<file path="config.mk">
export PLATFORM = sky130hd
export DESIGN_NAME = peridot_uart_rxbuf
export DESIGN_NICKNAME = d
export VERILOG_FILES = /design/src/rtl/peridot_uart_rxbuf.sv
export SDC_FILE = /design/constraint.sdc
export NUM_CORES = 1
export LEC_CHECK = 0
export BUFFER_PORTS_ARGS = -buffer_cell sky130_fd_sc_hd__buf_2
export CAP_MARGIN = 25
export CELL_PAD_IN_SITES_DETAIL_PLACEMENT = 1
export CELL_PAD_IN_SITES_GLOBAL_PLACEMENT = 2
export CORE_MARGIN = 2
export CORE_UTILIZATION = 38
export DETAILED_ROUTE_END_ITERATION = 8
export PLACE_DENSITY_LB_ADDON = 0.1
export RECOVER_POWER = 25
export SETUP_SLACK_MARGIN = 0.4
export SLEW_MARGIN = 10
export SYNTH_ARGS = -nofsm -noshare
export SYNTH_HDL_FRONTEND = slang
export SYNTH_SLANG_ARGS = --single-unit
</file>
<file path="constraint.sdc">
create_clock -name clk -period 2.7 [get_ports clk]
set_input_delay 0.405 -clock clk [delete_from_list [all_inputs] [get_ports clk]]
set_output_delay 0.405 -clock clk [all_outputs]
set_load 0.01 [all_outputs]
</file>
<file path="src/rtl/peridot_uart_rxbuf.sv">
// PERIDOT host-bridge UART receiver: 2-FF rxd sync, 8N1 deframer, show-ahead byte FIFO.
// Define PERIDOT_UART_RX_PARITY_EN to add a parity bit (8E1/8O1 selected by PARITY_ODD).
module peridot_uart_rxbuf #(
  parameter int CLOCK_FREQUENCY = 100000000,
  parameter int UART_BAUDRATE   = 115200,
  parameter int FIFO_DEPTH_LOG2 = 2,
  parameter int PARITY_ODD      = 0
) (
  input  logic       clk,
  input  logic       reset,
  input  logic       rxd,
  input  logic       out_ready,
  output logic       out_valid,
  output logic [7:0] out_data,
  output logic       overrun,
  output logic       framing_error,
  output logic       parity_error
);

  localparam int DIV = (CLOCK_FREQUENCY + UART_BAUDRATE / 2) / UART_BAUDRATE;
  localparam int CW  = (DIV < 4) ? 2 : $clog2(DIV);
  localparam int AW  = FIFO_DEPTH_LOG2;
  localparam int N   = 1 << FIFO_DEPTH_LOG2;

  localparam logic [CW-1:0] CNT_FULL   = CW'(DIV - 1);
  localparam logic [CW-1:0] CNT_HALF   = CW'(DIV / 2 - 1);
  localparam logic [AW:0]   FULL_COUNT = (AW + 1)'(N);

  localparam logic [2:0] S_WAIT_IDLE = 3'd0;
  localparam logic [2:0] S_IDLE      = 3'd1;
  localparam logic [2:0] S_START     = 3'd2;
  localparam logic [2:0] S_DATA      = 3'd3;
  localparam logic [2:0] S_STOP      = 3'd4;
`ifdef PERIDOT_UART_RX_PARITY_EN
  localparam logic [2:0] S_PARITY    = 3'd5;
`endif

  if (DIV < 4) begin : g_bad_div
    $error("peridot_uart_rxbuf: baud divisor %0d is below 4", DIV);
  end
  if (FIFO_DEPTH_LOG2 < 1 || FIFO_DEPTH_LOG2 > 6) begin : g_bad_depth
    $error("peridot_uart_rxbuf: FIFO_DEPTH_LOG2 %0d outside 1..6", FIFO_DEPTH_LOG2);
  end
  if (PARITY_ODD != 0 && PARITY_ODD != 1) begin : g_bad_parity
    $error("peridot_uart_rxbuf: PARITY_ODD must be 0 or 1");
  end

  logic          rxd_meta;
  logic          rxs;
  logic [2:0]    state;
  logic [CW-1:0] cnt;
  logic [2:0]    bitcnt;
  logic [7:0]    shreg;
  logic          tick;
  logic          stop_tick;
  logic          par_bad;
  logic          push;
  logic          pop;
  logic          full;
  logic          accept;

  logic [7:0]    mem [N];
  logic [AW-1:0] wr_ptr;
  logic [AW-1:0] rd_ptr;
  logic [AW-1:0] rd_next;
  logic [AW:0]   count;

  always_ff @(posedge clk) begin
    if (reset) begin
      rxd_meta <= 1'b1;
      rxs      <= 1'b1;
    end else begin
      rxd_meta <= rxd;
      rxs      <= rxd_meta;
    end
  end

  assign tick      = (cnt == '0);
  assign stop_tick = (state == S_STOP) && tick;

`ifdef PERIDOT_UART_RX_PARITY_EN
  logic par_bit;
  assign par_bad = par_bit ^ (^shreg) ^ PARITY_ODD[0];
`else
  assign par_bad      = 1'b0;
  assign parity_error = 1'b0;
`endif

  always_ff @(posedge clk) begin
    if (reset) begin
      state         <= S_WAIT_IDLE;
      cnt           <= '0;
      bitcnt        <= '0;
      shreg         <= '0;
      framing_error <= 1'b0;
`ifdef PERIDOT_UART_RX_PARITY_EN
      par_bit       <= 1'b0;
      parity_error  <= 1'b0;
`endif
    end else begin
      framing_error <= 1'b0;
`ifdef PERIDOT_UART_RX_PARITY_EN
      parity_error  <= 1'b0;
`endif
      cnt <= cnt - CW'(1);
      case (state)
        S_WAIT_IDLE: if (rxs) state <= S_IDLE;
        S_IDLE: begin
          if (!rxs) begin
            state <= S_START;
            cnt   <= CNT_HALF;
          end
        end
        S_START: begin
          if (tick) begin
            if (!rxs) begin
              state  <= S_DATA;
              cnt    <= CNT_FULL;
              bitcnt <= '0;
            end else begin
              state <= S_IDLE;
            end
          end
        end
        S_DATA: begin
          if (tick) begin
            shreg  <= {rxs, shreg[7:1]};
            cnt    <= CNT_FULL;
            bitcnt <= bitcnt + 3'd1;
            if (bitcnt == 3'd7) begin
`ifdef PERIDOT_UART_RX_PARITY_EN
              state <= S_PARITY;
`else
              state <= S_STOP;
`endif
            end
          end
        end
`ifdef PERIDOT_UART_RX_PARITY_EN
        S_PARITY: begin
          if (tick) begin
            par_bit <= rxs;
            cnt     <= CNT_FULL;
            state   <= S_STOP;
          end
        end
`endif
        S_STOP: begin
          // Leaving at mid-stop lets the next start edge be caught without slip.
          if (tick) begin
            framing_error <= !rxs;
`ifdef PERIDOT_UART_RX_PARITY_EN
            parity_error  <= par_bad;
`endif
            state <= rxs ? S_IDLE : S_WAIT_IDLE;
          end
        end
        default: state <= S_WAIT_IDLE;
      endcase
    end
  end

  assign push      = stop_tick && rxs && !par_bad;
  assign out_valid = (count != '0);
  assign pop       = out_valid && out_ready;
  assign full      = (count == FULL_COUNT);
  assign accept    = push && (!full || pop);
  assign rd_next   = rd_ptr + AW'(1);

  always_ff @(posedge clk) begin
    if (accept) mem[wr_ptr] <= shreg;
  end

  always_ff @(posedge clk) begin
    if (reset) begin
      wr_ptr   <= '0;
      rd_ptr   <= '0;
      count    <= '0;
      out_data <= '0;
      overrun  <= 1'b0;
    end else begin
      overrun <= push && full && !pop;
      if (accept) wr_ptr <= wr_ptr + AW'(1);
      if (pop)    rd_ptr <= rd_next;
      if (accept && !pop)      count <= count + (AW + 1)'(1);
      else if (!accept && pop) count <= count - (AW + 1)'(1);
      // Registered head: bypass the incoming byte when it becomes the new head.
      if (pop) begin
        if (count == (AW + 1)'(1)) begin
          if (accept) out_data <= shreg;
        end else begin
          out_data <= mem[rd_next];
        end
      end else if (count == '0 && accept) begin
        out_data <= shreg;
      end
    end
  end

endmodule

</file>
==> flow_summary.toml <==
[timing]
drv_slew = 0
period_minus_slack_ns = 2.316
post-route-period-util_pct = 85.77
tns_ns = 0
tightest_slew_ns = 0.6578
worst_slack_ns = 0.3841
clock.fmax_mhz = 431.8
clock_skew_ns = 0.01498
setup_viol = 0
rsz0062_at_grt = "yes"
hold_violations = 0
max-slew-margin-rel_pct = 56.09

[global_routing]
grt_pass1_vias = 2193
grt_max_degree = 26
grt_pass1_wl_um = 12360
grt.total_usage_pct = 17.05
grt_overflow = 0
antenna_found_initial = 0

[power]
power_frac_comb_pct = 32.7
p_seq_share_pct = 41.3
switching_power_mw = 1.217
p_int_mw = 2.269
sw_frac_of_total_pct = 34.92
ir_drop_uv = 493.4
clock_power_share_pct = 26.0
power.leakage_nw = 1.417
p_per_area_nw_per_um2 = 887.5

[placement]
port_buffers = 14
place.gp.congestion = 0.7512
place_ws_ns = 0.1185
place_area_um2 = 3618
place_hpwl_um = 4989

[floorplan]
core_area_um2 = 8636
num_rows = 34
die_w_um = 98.13
die_y_um = 98.13
start_util_pct = 38.99
ioPinCount = 16
dieArea_um2 = 9630

[cts]
htreeDepth = 3
cts_hold_buffers = 0
clk_path_buf_depth = 2
clock-root-buffer = "clkbuf_8"
cts_made_buffers = 9
cts_tree = "built"
clkTransAtPathRegs_ns = 0.08
clock_latency_ns = 0.36
clock_sinks = 75

[worst_setup_path]
critPathKind = "register to register"
path_cells = "or4bb_4 > nor4_4 > and2_4 > inv_2 > ha_4 > a21oi_4 > o21a_4 > a21o_4 > a211oi_2"
cp_max_fo = 8
reg2regPathDepth = 9
reg2reg_slack_ns = 0.38
cp_slowest_stage_delay_ns = 0.55
crit_buf_inv = 1
required_ns = 2.93
start_kind = "register"
endpoint_kind = "register"
arrival_ns = 2.54
crit_path_top_delay_cell = "or4bb_4"
critPathTopFamily = "simple AND/OR/NAND/NOR gates"
crit_cells = 9

[drt]
drtPass1Iterations = 4
drc = 0
wire_per_inst_um = 18.44
via_count = 2176
drt-total-wl_um = 7579
ant_nets = 0
drt_iter0_drc = 61
viasPerCell = 5.294

[synthesis]
yosysWarnings = 0
synth-seq-cells = 75
synth_largest_area_cell = "edfxtp_1"
synth_cell_type_count = 49
ys_seq_area_share_pct = 54.11
netlist_area_um2 = 3367
syn_inst = 272
synth_area_per_cell_um2 = 12.38
synth.area.top_cells = "edfxtp_1, dfxtp_1, mux4_2"
syn-num-nets = 289
synth_top_area_share_pct = 28.54

[layout]
drive_gt1_share_pct = 32.67
utilization_pct = 45.48
diodes = 0
num-nets-final = 315
finalInstanceArea_um2 = 3928
area_delta_synth_final_pct = 16.65

[hold_path]
hp-class = "input pin to register"
holdPathStages = 2

[run_status]
outcome = "finished clean"

[job]
maxCapViolCount = 0
-- flip-flops by register name, indices dropped and copies added, names as in the netlist --
name / count
wr_ptr: 2
count: 3
mem: 32
overrun: 1
cnt: 10
framing_error: 1
state: 3
rxd_meta: 1
bitcnt: 3
rxs: 1
rd_ptr: 2
out_data: 8
shreg: 8
-- synthesized netlist by cell type (all sizes together) --
library cell,number
a211oi,17
o22ai,3
o21ai,10
ha,13
or4,3
or4bb,1
nand2,5
or3,3
and2,1
a21o,1
nand3b,2
or2,6
o221a,1
nand3,4
nand2b,7
or3b,2
nor4,9
a311oi,1
a31oi,2
buf,7
o21a,1
mux4,8
nor2,22
or4b,1
mux2i,17
and3,4
xnor2,5
nor3,1
edfxtp,32
conb,1
a21oi,13
dfxtp,43
inv,9
clkbuf,10
xor2,6
o21bai,1
-- kinds of logic (layout without fill, tap and decap cells) --
kind of cell / Yosys count / in the layout / share of synthesized area [%]
DFF: 75 / 75 / 54.11
and+or+nand+nor: 71 / 71 / 12.75
AOI/OAI and AO/OA: 50 / 52 / 11.30
buffers and inverters: 26 / 55 / 3.642
muxes: 25 / 25 / 10.40
adders and majority gates: 13 / 13 / 4.831
xor gates and xnor gates: 11 / 11 / 2.861
other: 1 / 1 / 0.1114
-- cells in the final DEF (no fill, tap or decap), drive strengths merged, types with 7 or more instances in the layout --
cell / synthesis / routed
dfxtp: 43 / 43
nand2b: 7 / 7
nor4: 9 / 9
nor2: 22 / 22
mux4: 8 / 8
buf: 7 / 30
inv: 9 / 11
ha: 13 / 13
o21ai: 10 / 10
a211oi: 17 / 17
a21oi: 13 / 14
edfxtp: 32 / 32
mux2i: 17 / 17
clkbuf: 10 / 10
-- path summary, 6_finish.rpt --
kind                            startpoint           to
worst max-delay path              state[0]  out_data[0]
worst min-delay path                   rxd     rxd_meta
worst max register to register    state[0]  out_data[0]
worst min register to register    rxd_meta          rxs
-- worst reg2reg max path, cell delays in order (launching register included) --
cell,delay [ns]
dfxtp_4,0.35
or4bb_4,0.55
nor4_4,0.29
and2_4,0.19
inv_2,0.04
ha_4,0.18
a21oi_4,0.15
o21a_4,0.18
a21o_4,0.18
a211oi_2,0.09
-- layer usage --
layer | share of wire, % | GRT usage [%] | up-vias
li1 | - | - | 1057
met3 | 2.0 | 2.935 | 11
met4 | 2.0 | 7.587 | 0
met1 | 53 | 25.87 | 1086
met2 | 43 | 23.76 | 22
met5 | 0 | 0 | -
-- area by class of cell --
cell class | count | area, µm²
Sequential cell | 75 | 1831
Clock inverter | 6 | 71.32
Inverter | 9 | 33.78
Timing Repair Buffer | 30 | 190.2
Tap cell | 108 | 135.1
Clock buffer | 10 | 137.6
Multi-Input combinational cell | 173 | 1529
Fill cell | 911 | 4708
-- repair_timing --
action | CTS | global route
setup buffers | 4 | 1
gates cloned | 2 | 0
gates resized for setup | 11 | 3
pin swaps | 9 | 3
setup endpoints to repair | 11 | 18
-- stage by stage --
| step | hold slack [ns] | instances | power (mW) |
|---|---|---|---|
| after floorplan | 0.3895 | 272 | 2.249 |
| after global placement | 0.3923 | 388 | 2.467 |
| after detailed placement | 0.4002 | 388 | 2.477 |
| after CTS | 0.2097 | 410 | 3.528 |
| after global routing | 0.2259 | 411 | 3.691 |
| final | 0.2262 | 411 | 3.486 |
-- power by group through the flow --
stage          combinational [mW]  sequential (mW)  clock (mW)
2_1_floorplan               0.823             1.43           0
5_1_grt                      1.25             1.46       0.977
3_3_place_gp                 1.00             1.46           0
6_report                     1.14             1.44       0.908
4_1_cts                      1.15             1.44       0.940
3_5_place_dp                 1.01             1.46           0
Power figures use the tool's default switching activity.
